==> config.mk <==
export PLATFORM = sky130hd
export DESIGN_NAME = stream_unpacker
export DESIGN_NICKNAME = d
export VERILOG_FILES = /design/src/rtl/stream_unpacker.sv
export SDC_FILE = /design/constraint.sdc
export NUM_CORES = 1
export LEC_CHECK = 0
export ABC_AREA = 0
export CORE_MARGIN = 2
export CORE_UTILIZATION = 40
export CTS_BUF_LIST = sky130_fd_sc_hd__clkbuf_8
export CTS_CLUSTER_SIZE = 40
export DETAILED_ROUTE_END_ITERATION = 12
export PLACE_DENSITY_LB_ADDON = 0.1
export SLEW_MARGIN = 20
export SYNTH_ARGS = -nofsm -noshare
export SYNTH_HDL_FRONTEND = slang
export SYNTH_SLANG_ARGS = --single-unit
==> constraint.sdc <==
create_clock -name clk -period 1.59 [get_ports clk]
set_input_delay 0.318 -clock clk [delete_from_list [all_inputs] [get_ports clk]]
set_output_delay 0.318 -clock clk [all_outputs]
set_load 0.1 [all_outputs]
==> src/rtl/stream_unpacker.sv <==
// Width-down converter: takes one wide word from the command FIFO read port
// and emits it as RATIO narrow beats, least significant slice first.
//
// state | meaning
// ------+-----------------------------------------------------------
// IDLE  | full=0, hold register empty, s_ready=1, m_valid=0
// BUSY  | full=1, hold register holds a word, beat idx is on m_data
module stream_unpacker #(
  parameter  int IN_WIDTH   = 32,
  parameter  int OUT_WIDTH  = 8,
  localparam int RATIO      = IN_WIDTH / OUT_WIDTH,
  localparam int LOG2_RATIO = ($clog2(RATIO) > 1) ? $clog2(RATIO) : 1
) (
  input  logic                 clk,
  input  logic                 rst,
  input  logic                 s_valid,
  output logic                 s_ready,
  input  logic [IN_WIDTH-1:0]  s_data,
  input  logic                 s_last,
  output logic                 m_valid,
  input  logic                 m_ready,
  output logic [OUT_WIDTH-1:0] m_data,
  output logic                 m_last
);

  localparam logic [LOG2_RATIO-1:0] LAST_IDX = LOG2_RATIO'(RATIO - 1);

  // A wide word that does not split into whole beats cannot be unpacked.
  if ((IN_WIDTH % OUT_WIDTH) != 0 || IN_WIDTH < OUT_WIDTH) begin : g_width_check
    $error("stream_unpacker: IN_WIDTH must be an integer multiple of OUT_WIDTH");
  end

  logic                  full;
  logic                  hold_last;
  logic [IN_WIDTH-1:0]   hold_data;
  logic [LOG2_RATIO-1:0] idx;
  logic                  at_last;
  logic                  i_hs;
  logic                  o_hs;

  assign at_last = (idx == LAST_IDX);
  assign o_hs    = full & m_ready;
  // m_ready feeds s_ready combinationally so the next word loads on the
  // same edge the last beat leaves, giving one beat per clock sustained.
  assign s_ready = ~full | (o_hs & at_last);
  assign i_hs    = s_valid & s_ready;
  assign m_valid = full;
  assign m_last  = full & hold_last & at_last;

  // Beat select: slice idx of the held word.
  if (RATIO == 1) begin : g_single
    assign m_data = hold_data[OUT_WIDTH-1:0];
  end else begin : g_multi
    logic [OUT_WIDTH-1:0] beat [RATIO];
    for (genvar i = 0; i < RATIO; i++) begin : g_slice
      assign beat[i] = hold_data[i*OUT_WIDTH +: OUT_WIDTH];
    end
    assign m_data = beat[idx];
  end

  // Hold register and beat index. An input handshake only happens while
  // empty or on the final beat's handshake, so it always restarts at beat 0.
  always_ff @(posedge clk or negedge rst) begin
    if (!rst) begin
      full      <= 1'b0;
      idx       <= '0;
      hold_data <= '0;
      hold_last <= 1'b0;
    end else if (i_hs) begin
      full      <= 1'b1;
      idx       <= '0;
      hold_data <= s_data;
      hold_last <= s_last;
    end else if (o_hs) begin
      if (at_last) begin
        full <= 1'b0;
        idx  <= '0;
      end else begin
        idx <= idx + 1'b1;
      end
    end
  end

endmodule

==> results of run 1 <==
cell families after synthesis:
group | Yosys count
AOI/OAI and AO/OA | 36
adders and majority gates | 1
buffers and inverters | 51
DFF | 36
muxes | 8
and+or+nand+nor | 42
layer usage:
metal | GRT usage | up-vias | share of wire
met5 | 0 | - | 0
met4 | 0.0709 | 0 | 0.024
met3 | 0.0581 | 12 | 0.053
met2 | 0.297 | 41 | 0.52
met1 | 0.215 | 760 | 0.40
li1 | - | 726 | -
power groups by stage:
stage	registers, W	clock network [W]	logic [W]
finish	0.00164	0.000653	0.00483
global route	0.00169	0.000721	0.00506
CTS	0.00164	0.000678	0.00484
detailed placement	0.00165	0	0.00477
global placement	0.00161	0	0.00469
floorplan	0.00157	0	0.00327
area by class of cell:
class | instances | area (µm²) | area share
multi-input combinational | 87 | 960 | 0.316
sequential | 36 | 905 | 0.298
timing repair buffer | 68 | 866 | 0.285
inverter | 34 | 130 | 0.0428
tap | 70 | 87.6 | 0.0288
clock buffer | 6 | 82.6 | 0.0272
clock inverter | 2 | 7.51 | 0.00247
worst max path at each step:
| stage | end | from | slack [ps] | depth (start not counted) |
|---|---|---|---|---|
| 6_report | m_data[6] | idx[0] | -300 | 3 |
| 3_5_place_dp | hold_data[9] | idx[0] | -6 | 5 |
| 3_3_place_gp | hold_data[9] | idx[0] | 10 | 5 |
| 4_1_cts | m_data[6] | idx[0] | -310 | 3 |
| 2_1_floorplan | m_data[0] | idx[0] | -10 | 2 |
| 5_1_grt | m_data[2] | idx[0] | -350 | 3 |
what timing repair did:
item | 4_1_cts | 5_1_grt
setup buffers | 1 | 0
endpoints found under the setup margin | 12 | 39
pin swaps | 1 | 0
resized for setup | 5 | 4
per-stage QoR:
stage	cell area, µm²	TNS, ps	utilization	power [W]
floorplan	2110	-88.6	-	0.00483
global placement	2890	0	0.570	0.00630
detailed placement	2890	-7.26	0.570	0.00643
CTS	3020	-2640	0.594	0.00716
global route	3040	-3050	0.599	0.00747
finish	3040	-2480	0.599	0.00713
critical path, cell delays in order (launching register included):
cell and delay (ps):
dfrtp_1 390, buf_6 160, mux4_2 550, buf_12 190
flip-flops by register name (all words and copies together) (netlist names):
signal / count
hold_data: 32
hold_last: 1
idx: 2
m_valid: 1
cell usage after synthesis, types with 3 or more instances:
cell	instances
o32ai_2	30
buf_4	3
nand2_1	35
and3_1	3
o32ai_1	3
inv_1	33
dfrtp_1	36
mux4_2	8
clkbuf_1	4
buf_6	9
==> results.md, run 1 <==
Outcome:
- The run finished, with violations left.
- The final reports fail on negative setup slack.

Detailed routing:
- The number of remaining DRC errors is 0.
- Dividing the detail-routed wire length by the instance count gives 16.0 µm.
- The final route contains 1539 vias.
- The total wire length after detailed routing is 4860 µm.
- The first-pass iteration count of the detailed router is 4.
- The number of DRC markers after the initial detailed-route iteration is 34.
- After detailed routing, the number of vias per cell comes to 5.08.
- The count of nets left with antenna violations once routing finished came out at 0.

Finish:
- The library cells used most frequently in the layout, excluding fill and tap cells, are 36 x clkdlybuf4s50_1, 35 x inv_1, 35 x nand2_1, 35 x dfrtp_1, 32 x o32ai_2.
- Of the cells placed in the final design, the portion with a size suffix greater than 1 is 0.373.
- The layout has 433 filler cells.
- The number of nets in the layout is 270.
- The antenna diode instance count is 0.
- The library cell used most frequently in the layout, excluding fill and tap cells, is clkdlybuf4s50_1.
- Compared with the post-synthesis result, the final layout area differs by 44.9%.
- The filler-free cell count of the finished design is 303.

Pwr:
- The switching part of the total power is 0.450.
- The share of total power dissipated in sequential elements is 0.230.
- The fraction of power consumed by combinational cells is 0.678.
- The areal power density over the cells is 2350 mW/mm².
- The leakage power figure is 1.34 nW.
- Across the VDD grid, the largest voltage drop is 1.58 mV.
- The net switching power is 0.00321 W.
- The cell-internal power is 0.00392 W.
- The relative contribution of the clock network to total power is 0.092.

Timing:
- Measured against its own limit, the worst slew margin works out to 0.834.
- The highest achievable clock rate is 530 MHz.
- The slew of the pin with the lowest slew margin is 245 ps.
- Setup repair after global routing could not meet its margin everywhere.
- On the final layout, the worst hold slack is 400 ps.
- The worst clock skew is 4.37 ps.
- The slack of the critical path is -298 ps.
- The final critical delay including setup and external delays is 1890 ps.
- The count of final hold-check violations came to 0.
- The final max-slew violation count was 0.
- The part of the cycle the worst path needs is 1.19.
- The final-report setup violation count is 10.

Worst setup path:
- The class of the most critical setup path is reg2out.
- The worst endpoint data arrival time is 1570 ps.
- Measured in cells, the most critical reg-to-reg path has a length of 7.
- The capturing element type of the critical path is an output pin.
- The largest fanout of any net on the critical path is 5.
- The setup check on the worst reg-to-reg path leaves a slack of 80 ps.
- The worst setup path is launched from a flip-flop.
- The launching point of the worst reg2reg path is idx[0].
- The critical path data required time is 1270 ps.
- The worst register-to-register path ends at hold_data[11].

Logic synthesis:
- The cell area after technology mapping is 0.00210 mm².
- For this run, the leading register cell type out of synthesis is dfrtp_1.
- The dominant combinational cell family by area after synthesis is compound AO/OA/AOI/OAI gates.
- Counting flops and latches in the post-synthesis netlist gives 36.
- The synthesized design contains 0 enable-type register cells.
- In the synthesized netlist the async set-or-reset flop fraction comes to 1.00.
- The post-synth net total is 212.
- Of the total synthesized cell area, the portion taken by AND, OR, NAND and NOR gates is 0.0859.
- During synthesis, Yosys emitted a total of 0 warnings.
- The xor/xnor share of the synthesized area is 0.
- Of the total synthesized cell area, the portion taken by full adders, half adders and majority gates is 0.00597.
- The library cell with the largest summed area after synthesis is dfrtp_1.
- The mux contribution to synthesized area is 0.0859.
- The synthesized netlist cell count is 174.
- After synthesis, the mean cell area works out to 12.1 µm².
- The register area share after synthesis is 0.430.
- In this run, distinct cell masters in the synthesized netlist total 20.
- The area share of the largest cell type after synthesis is 0.430.
- The synthesized-area fraction occupied by ao, oa, aoi and oai cells came to 0.263.
- Ranked by total cell area, the synthesized netlist is headed by dfrtp_1 43%, o32ai_2 23%, mux4_2 8.6%, nand2_1 6.3%, inv_1 5.9%.

Placement:
- The total half-perimeter wirelength after legalization and detailed placement is 3580 µm.
- Prior to clock tree synthesis, the placed netlist has a worst setup slack of -5.90 ps.
- Routability-driven placement finished with a final weighted congestion of 0.825.
- The total of buffers placed on input and output ports is 47.
- Including well taps, the total number of placed cells is 294.

Floorplanning:
- In this run the standard cell core region covers 0.00507 mm².
- Measured along the y axis, the die boundary spans 76.4 µm.
- 48 I/O pins were placed.
- The overall die width is 76.4 µm.
- The number of rows in the core area is 26.
- The total die area is 0.00584 mm².
- The initial utilization of the core area, before any placement, comes to 0.413.

Clock tree:
- The root cell of the clock tree is clkbuf_8.
- At the later pin of the worst-skew pair, clock insertion delay measures 290 ps.
- The TritonCTS clock tree is done.
- After clock tree synthesis, the clock-pin slew on the worst setup and hold paths is 70 ps.
- Hold repair after CTS inserted 0 buffers.
- The number of buffers between clock root and the deepest sink is 2.
- The clock tree synthesis step divided the H-tree into 2 levels.
- TritonCTS created 5 clock buffers.
- Counting every sink on the clock net gives 36.

GRT:
- The wire length of the first global-routing pass is 8270 µm.
- Entering global routing, the biggest net connects 37 pins.
- The via count of the first global-routing pass was 1700.
- The leftover overflow at the end of global routing is 0.
- Across every metal layer, demand over resource in global routing totals 0.179.
- The initial antenna violation count was 0.

Flow run:
- The tool flagged a number of max-cap violations equal to 0.

Hold path:
- In this run the worst hold path is classified as in2async.
(Power assumes the default switching activity.)
==> run 2: changes to the inputs <==
--- a/config.mk
+++ b/config.mk
@@ -5,13 +5,14 @@
 export SDC_FILE = /design/constraint.sdc
 export NUM_CORES = 1
 export LEC_CHECK = 0
-export ABC_AREA = 0
+export ABC_AREA = 1
 export CORE_MARGIN = 2
 export CORE_UTILIZATION = 40
 export CTS_BUF_LIST = sky130_fd_sc_hd__clkbuf_8
 export CTS_CLUSTER_SIZE = 40
 export DETAILED_ROUTE_END_ITERATION = 12
 export PLACE_DENSITY_LB_ADDON = 0.1
+export SETUP_SLACK_MARGIN = 0.3
 export SLEW_MARGIN = 20
 export SYNTH_ARGS = -nofsm -noshare
 export SYNTH_HDL_FRONTEND = slang
==> run 2 against run 1 <==
The flow still finishes with violations (negative setup slack). Design area shrank 2.6%. Utilization grew 2.8 points. Synthesized cell count grew 29%. Critical path type unchanged.
==> results.md, run 2 <==
Floorplanning:
- 48 I/O pins were placed.
- For this configuration, the core starts out at a cell density of 0.417.
- The total die area is 0.00550 mm².
- The overall die width is 74.1 µm.
- The number of rows in the core area is 25.
- The core region is 0.00472 mm².
- The die outline height is 74.1 µm.

GRT:
- Entering global routing, the biggest net connects 22 pins.
- The global-route total usage across every layer is 0.194.
- The wire length of the first global-routing pass is 7940 µm.
- Global routing finished with a remaining overflow of 0.
- The via count of the first global-routing pass came to 1644.
- The initial antenna violation count is 0.

Finish:
- The largest registers in the layout are hold_data: 32 flops, idx: 2 flops.
- Leaving out fill and tap cells, the most frequent cell in the layout is nand2_2.
- At the end of the flow the core is filled with cells to 0.626.
- The repair_antennas step left the layout with diodes totalling 0.
- The area occupied by multi-input gates is 981 µm².
- Fill cells in the final layout number 410.
- The number of flip-flops under the largest register name is 32.
- The library cells used most frequently in the layout, excluding fill and tap cells, are 58 x nand2_2, 36 x clkdlybuf4s50_1, 35 x nand3_1, 35 x dfrtp_1, 30 x nand2_1.
- The post-layout instance area is 0.00296 mm².
- In the final layout, the share of cells above drive strength 1 is 0.392.
- The relative area change from synthesis to final layout is 50.3%.
- The final layout contains 323 nets.
- The register with the most flip-flops is hold_data.
- Across the whole layout, storage elements account for 905 µm².

Detailed routing:
- The first-pass iteration count of the detailed router is 4.
- In this run, the number of DRC markers left after iteration 0 of detailed routing was 143.
- After detailed routing, the number of remaining DRC violations is 0.
- After detailed routing, the number of vias per cell comes to 4.70.
- For this block, the via count after detailed routing is 1659.
- The remaining antenna violation count after routing is 0.
- Dividing the detail-routed wire length by the instance count gives 13.4 µm.
- Wires add up to 4740 µm.

Timing:
- The headroom to the max-slew limit is 0.648.
- The part of the cycle the worst path needs is 1.11.
- The highest achievable clock rate is 565 MHz.
- The final max-slew violation count was 0.
- Setup violations remaining at the end of the flow were counted as 10.
- The slack of the critical path is -181 ps.
- Setup repair after global routing could not meet its margin everywhere.
- Across the routed clock network, the largest skew measured is 6.04 ps.
- The hold slack is 374 ps.
- The count of final hold-check violations came to 0.
- After layout, the minimum clock period comes to 1770 ps.
- The slew of the pin with the lowest slew margin is 526 ps.

Worst setup path:
- The launching element type of the critical path is a flip-flop.
- At the worst endpoint, the arrival time is 1450 ps.
- The critical path data required time is 1270 ps.
- The capturing element type of the critical path is an output pin.
- By startpoint and endpoint, the worst setup path is classified as reg2out.
- Along the worst path, the maximum fanout reaches 20.

Logic synthesis:
- By area the synthesized netlist is led by dfrtp_1 46%, nand2_2 18%, nand3_1 8.9%, nand2_1 7.4%, o211ai_1 6.1%.
- The area share of the largest cell type after synthesis is 0.458.
- The post-synth net total is 262.
- A synthesized cell averages 8.79 µm².
- The biggest area contributor in the post-synthesis netlist is dfrtp_1.
- The prevailing post-synth register cell is dfrtp_1.
- Yosys printed 0 warnings.
- Synthesis produced 224 cells.
- The register area share after synthesis is 0.458.
- The synthesized design contains 0 enable-type register cells.
- The fraction of registers with async set/reset is 1.00.
- The synthesized netlist contains 17 unique library cells.
- The mapped netlist covers 0.00197 mm².
- The most frequent cell after synthesis is nand2_2.
- The synthesized flop and latch total is 36.
- The commonest cells after synthesis are 58 x nand2_2, 39 x nand2_1, 36 x dfrtp_1, 35 x nand3_1, 19 x inv_1.

Placement:
- The total of buffers placed on input and output ports is 47.
- The placer congestion estimate is 0.770.
- The placed cell area is 0.00275 mm².
- The total half-perimeter wirelength after legalization and detailed placement is 3290 µm.

Clock tree:
- The TritonCTS clock tree is done.
- The insertion delay of the later-clocked pin in the worst-skew pair is 290 ps.
- The root buffer cell chosen for the clock tree is clkbuf_8.
- The number of levels in the clock H-tree is 2.
- Clock tree synthesis found a total of 36 sinks.
- In this run, CTS created clock tree buffers numbering 5.
- After clock tree synthesis, the clock-pin slew on the worst setup and hold paths is 80 ps.
- The number of buffers between clock root and the deepest sink is 2.

Outcome:
- The checks that failed: negative setup slack.
- The run finished, with violations left.

Hold path:
- The class of the worst hold path is in2async.

Flow run:
- The tool flagged a number of max-cap violations equal to 0.
-- run 2: changes by cell type in the layout (fill, tap and decap cells not counted), sizes merged, moves of 3 or more --
cell | previous run | this run
nand2 | 35 | 102
nand3 | 0 | 35
o32ai | 33 | 0
o211ai | 0 | 16
inv | 36 | 21
mux4 | 8 | 0
and3 | 3 | 0
buf | 32 | 29
-- run 2: worst paths after layout --
kind	end	depth (start not counted)	from	slack [ps]
worst max-delay path	m_data[3]	6	idx[0]	-180
worst min-delay path	m_valid	1	rst	370
worst max register to register	hold_data[25]	7	idx[1]	190
worst min register to register	hold_data[10]	2	hold_data[10]	480
max in group asynchronous	hold_data[24]	2	rst	760
min in group clk	hold_data[10]	2	hold_data[10]	480
-- run 2: area by class of cell --
| cell class | instances | share of cell area |
|---|---|---|
| flip-flops and latches | 36 | 0.306 |
| repair buffers | 65 | 0.272 |
| inverters | 20 | 0.0254 |
| multi-input cells | 157 | 0.332 |
| clock buffers | 5 | 0.0233 |
| well taps | 67 | 0.0283 |
| clock inverters | 3 | 0.0131 |
-- run 2: kinds of logic after synthesis --
kind of cell,share of synthesized area
buffers and inverters,0.104
adders and majority gates,0.00636
DFF,0.458
and+or+nand+nor,0.369
AOI/OAI and AO/OA,0.0636
-- run 2: routing by layer --
layer | vias to the layer above | part of all wire | track usage
met3 | 5 | 0.042 | 0.0379
met5 | - | 0 | 0
met2 | 40 | 0.47 | 0.301
met4 | 0 | 0.0084 | 0.0687
met1 | 774 | 0.48 | 0.273
li1 | 840 | - | -
-- run 2: worst max-delay path: stages, from the launching register on --
cell	delay (ps)
dfrtp_1	400
inv_2	120
buf_12	160
nand2_1	60
o211ai_1	150
nand2_4	100
buf_12	170
-- run 2: through the flow --
stage / setup WS, ps / std cells / setup TNS (ps)
after CTS: -195 / 350 / -1340
final: -181 / 353 / -1300
after floorplan: 55.2 / 224 / 0
after global placement: 43.0 / 338 / 0
after detailed placement: 15.1 / 338 / 0
after global routing: -276 / 353 / -2010
-- run 2: repair_timing --
item,CTS,global route
endpoints found under the hold margin,0,0
pin swaps,1,0
buffers inserted,2,2
resized for setup,6,2
endpoints found under the setup margin,46,46
hold buffers,0,0
cloned,2,1
Power of run 2 is not shown: default switching activity piles up to over one toggle a cycle in this logic, so the estimate is an artifact.
==> run 3: changes to the inputs <==
--- a/config.mk
+++ b/config.mk
@@ -5,7 +5,6 @@
 export SDC_FILE = /design/constraint.sdc
 export NUM_CORES = 1
 export LEC_CHECK = 0
-export ABC_AREA = 1
 export CORE_MARGIN = 2
 export CORE_UTILIZATION = 40
 export CTS_BUF_LIST = sky130_fd_sc_hd__clkbuf_8
==> run 3 against run 2 <==
The run still ends with negative setup slack left. Non-clock buffer count rose by 12. Cell count fell by 12%. Register-to-register slack worse by 320 ps. Critical path depth unchanged. Via count decreased by 3.7%. Count of clock-buffer cells in the layout increased by 1. Largest cell class unchanged.
==> results.md, run 3 (synthesized netlist as in run 1, its figures left out) <==
Worst setup path:
- The endpoint identified for the worst register-to-register timing path is hold_data[16].
- In this run the worst path has a maximum fanout of 3.
- The launching point of the worst reg2reg path is idx[0].
- The capturing element type of the critical path is an output pin.
- The worst setup path is launched from a flip-flop.
- The flop-to-flop setup slack is -130 ps.
- The source of the critical timing path is idx[0].
- The worst setup path is of the reg2out kind.
- For the worst setup path, the data required time is 1270 ps.
- For the worst setup path, the data arrival time is 1570 ps.
- The number of cells on the worst reg-to-reg path is 7.

Floorplanning:
- The floorplan step defined a die boundary enclosing 0.00584 mm².
- The effective utilization at floorplan is 0.413.
- 48 I/O pins were placed.
- Measured along the y axis, the die boundary spans 76.4 µm.
- The overall die width is 76.4 µm.
- The number of rows in the core area is 26.
- The total area inside the core boundary comes to 0.00507 mm².

Timing:
- The count of final hold-check violations is 0.
- The highest achievable clock rate is 530 MHz.
- The slack of the critical path is -297 ps.
- The part of the cycle the worst path needs is 1.19.
- The slew of the pin with the lowest slew margin is 246 ps.
- The worst pin sits at a relative slew slack of 0.836.
- Setup repair after global routing could not meet its margin everywhere.
- The final max-slew violation count was 0.
- Setup violations remaining at the end of the flow were counted as 38.
- The worst clock skew is 4.76 ps.
- After layout, the minimum clock period comes to 1890 ps.

GRT:
- For met1 alone, demand over resource in global routing was 0.233.
- The layer flagged by global routing as most heavily used is met2.
- For this run the aggregate overflow at the end of global routing stands at 0.
- The maximum number of pins on one net before global-route repair is 37.
- The initial antenna violation count is 0.
- The global-route total usage across every layer is 0.192.
- The first global-routing pass estimated 8840 µm of wire.
- The via count of the first global-routing pass is 1795.
- The met2 global-route usage is 0.337.
- For this run, global-route usage on met3 was measured as 0.0498.

Outcome:
- The flow ran to the end, but the final reports show violations.
- The final reports fail on negative setup slack.

Finish:
- The number of nets in the layout is 279.
- For this run, the number of standard cells in the final layout without fillers is 312.
- The antenna diode instance count is 0.
- The largest registers in the layout are hold_data: 32 flops, idx: 2 flops.
- The number of flip-flops under the largest register name is 32.
- The register with the most flip-flops is hold_data.
- In the final layout, the share of cells above drive strength 1 is 0.405.
- The relative area change from synthesis to final layout is 59.5%.
- The top cell types in the final layout, fill and taps aside, are 35 x inv_1, 35 x nand2_1, 35 x clkdlybuf4s50_1, 34 x dfrtp_1, 25 x o32ai_2.

Placement:
- Before CTS, the worst setup slack after placement is -108 ps.
- After legalization and detailed placement, the total HPWL measured 3520 µm.
- The number of cells after detailed placement is 291.
- At the end of routability-driven placement, the weighted congestion stood at 0.749.
- The total of buffers placed on input and output ports is 47.

Clock tree:
- The clock passes through at most 2 buffers.
- The number of levels in the clock H-tree is 2.
- The TritonCTS clock tree is done.
- The hold buffer count at cts is 0.
- The cell sitting at the root of the clock tree is a clkbuf_8.
- Counting every sink on the clock net gives 36.
- Clock tree synthesis inserted a total of 5 buffers.
- Clock latency on the worst-skew pair, taken at its later pin, is 280 ps.
- Clock-pin slew was measured on the worst setup and hold paths at 70 ps.

Detailed routing:
- The remaining antenna violation count after routing is 0.
- The number of DRC markers after the initial detailed-route iteration is 60.
- After detailed routing, the number of vias per cell comes to 5.12.
- In the routed design, unresolved DRC markers number 0.
- The average routed wire per standard cell is 16.9 µm.
- After detailed routing, the total wire length is 5260 µm.
- The first-pass iteration count of the detailed router is 4.
- The total via count in the routed design is 1597.

Pwr:
- The share of total power dissipated in combinational logic is 0.703.
- Across the VDD grid, the largest voltage drop is 1.85 mV.
- The proportion of power drawn by flip-flops and latches is 0.212.
- Summed over all cells, the static leakage comes to 1.45 nW.
- The net switching power is 0.00340 W.
- The relative contribution of the clock network to total power is 0.085.
- The areal power density over the cells is 2320 mW/mm².
- Of the total power, the share spent switching nets is 0.440.
- The design draws 0.00775 W.
- The cell-internal power is 0.00434 W.

Hold path:
- The path class of the tightest hold or removal check is in2async.

Flow run:
- The count of max-cap constraint violations is 0.
-- run 3: critical path: stages (launching register included) --
cell,delay [ps]
dfrtp_2,440
buf_4,150
ha_4,170
a21boi_4,190
buf_12,150
inv_16,30
buf_12,150
-- run 3: stage by stage --
| step | instance area, µm² | setup TNS (ps) | utilization | hold WS (ps) |
|---|---|---|---|---|
| 4_1_cts | 3250 | -2840 | 0.641 | 419 |
| 5_1_grt | 3340 | -5710 | 0.659 | 427 |
| 6_report | 3340 | -3960 | 0.659 | 401 |
| 3_3_place_gp | 2820 | -817 | 0.556 | 529 |
| 2_1_floorplan | 2140 | -88.6 | - | 22.4 |
| 3_5_place_dp | 2820 | -1900 | 0.556 | 539 |
-- run 3: cell type report --
cell class                 count  area [µm²]
clock buffer                   6        82.6
clock inverter                 2        7.51
inverter                      34         144
tap                           70        87.6
sequential                    36         906
multi-input combinational     87        1080
fill                         398        1730
timing repair buffer          77        1040
-- run 3: timing repair --
| item | in CTS | in global routing |
|---|---|---|
| gates cloned | 4 | 0 |
| resized for setup | 36 | 9 |
| buffers inserted | 8 | 1 |
| endpoints found under the setup margin | 45 | 47 |
| pin swaps | 5 | 2 |
-- run 3: power groups by stage --
stage	Sequential (W)	Clock, W	Combinational (W)
global placement	0.00161	0	0.00466
CTS	0.00163	0.000672	0.00526
global route	0.00169	0.000719	0.00567
finish	0.00164	0.000659	0.00545
floorplan	0.00157	0	0.00331
detailed placement	0.00164	0	0.00473
-- run 3: routing by layer --
layer / routed length [µm] / up-vias
met5: 0 / -
li1: - / 745
met3: 247 / 11
met1: 2140 / 797
met4: 104 / 0
met2: 2780 / 44
-- run 3: how the worst max path moves through the flow --
| stage | to | slack [ps] |
|---|---|---|
| after floorplan | m_data[0] | -10 |
| after global placement | s_ready | -80 |
| after detailed placement | s_ready | -110 |
| after CTS | m_data[5] | -330 |
| after global routing | m_data[6] | -340 |
| final | s_ready | -300 |
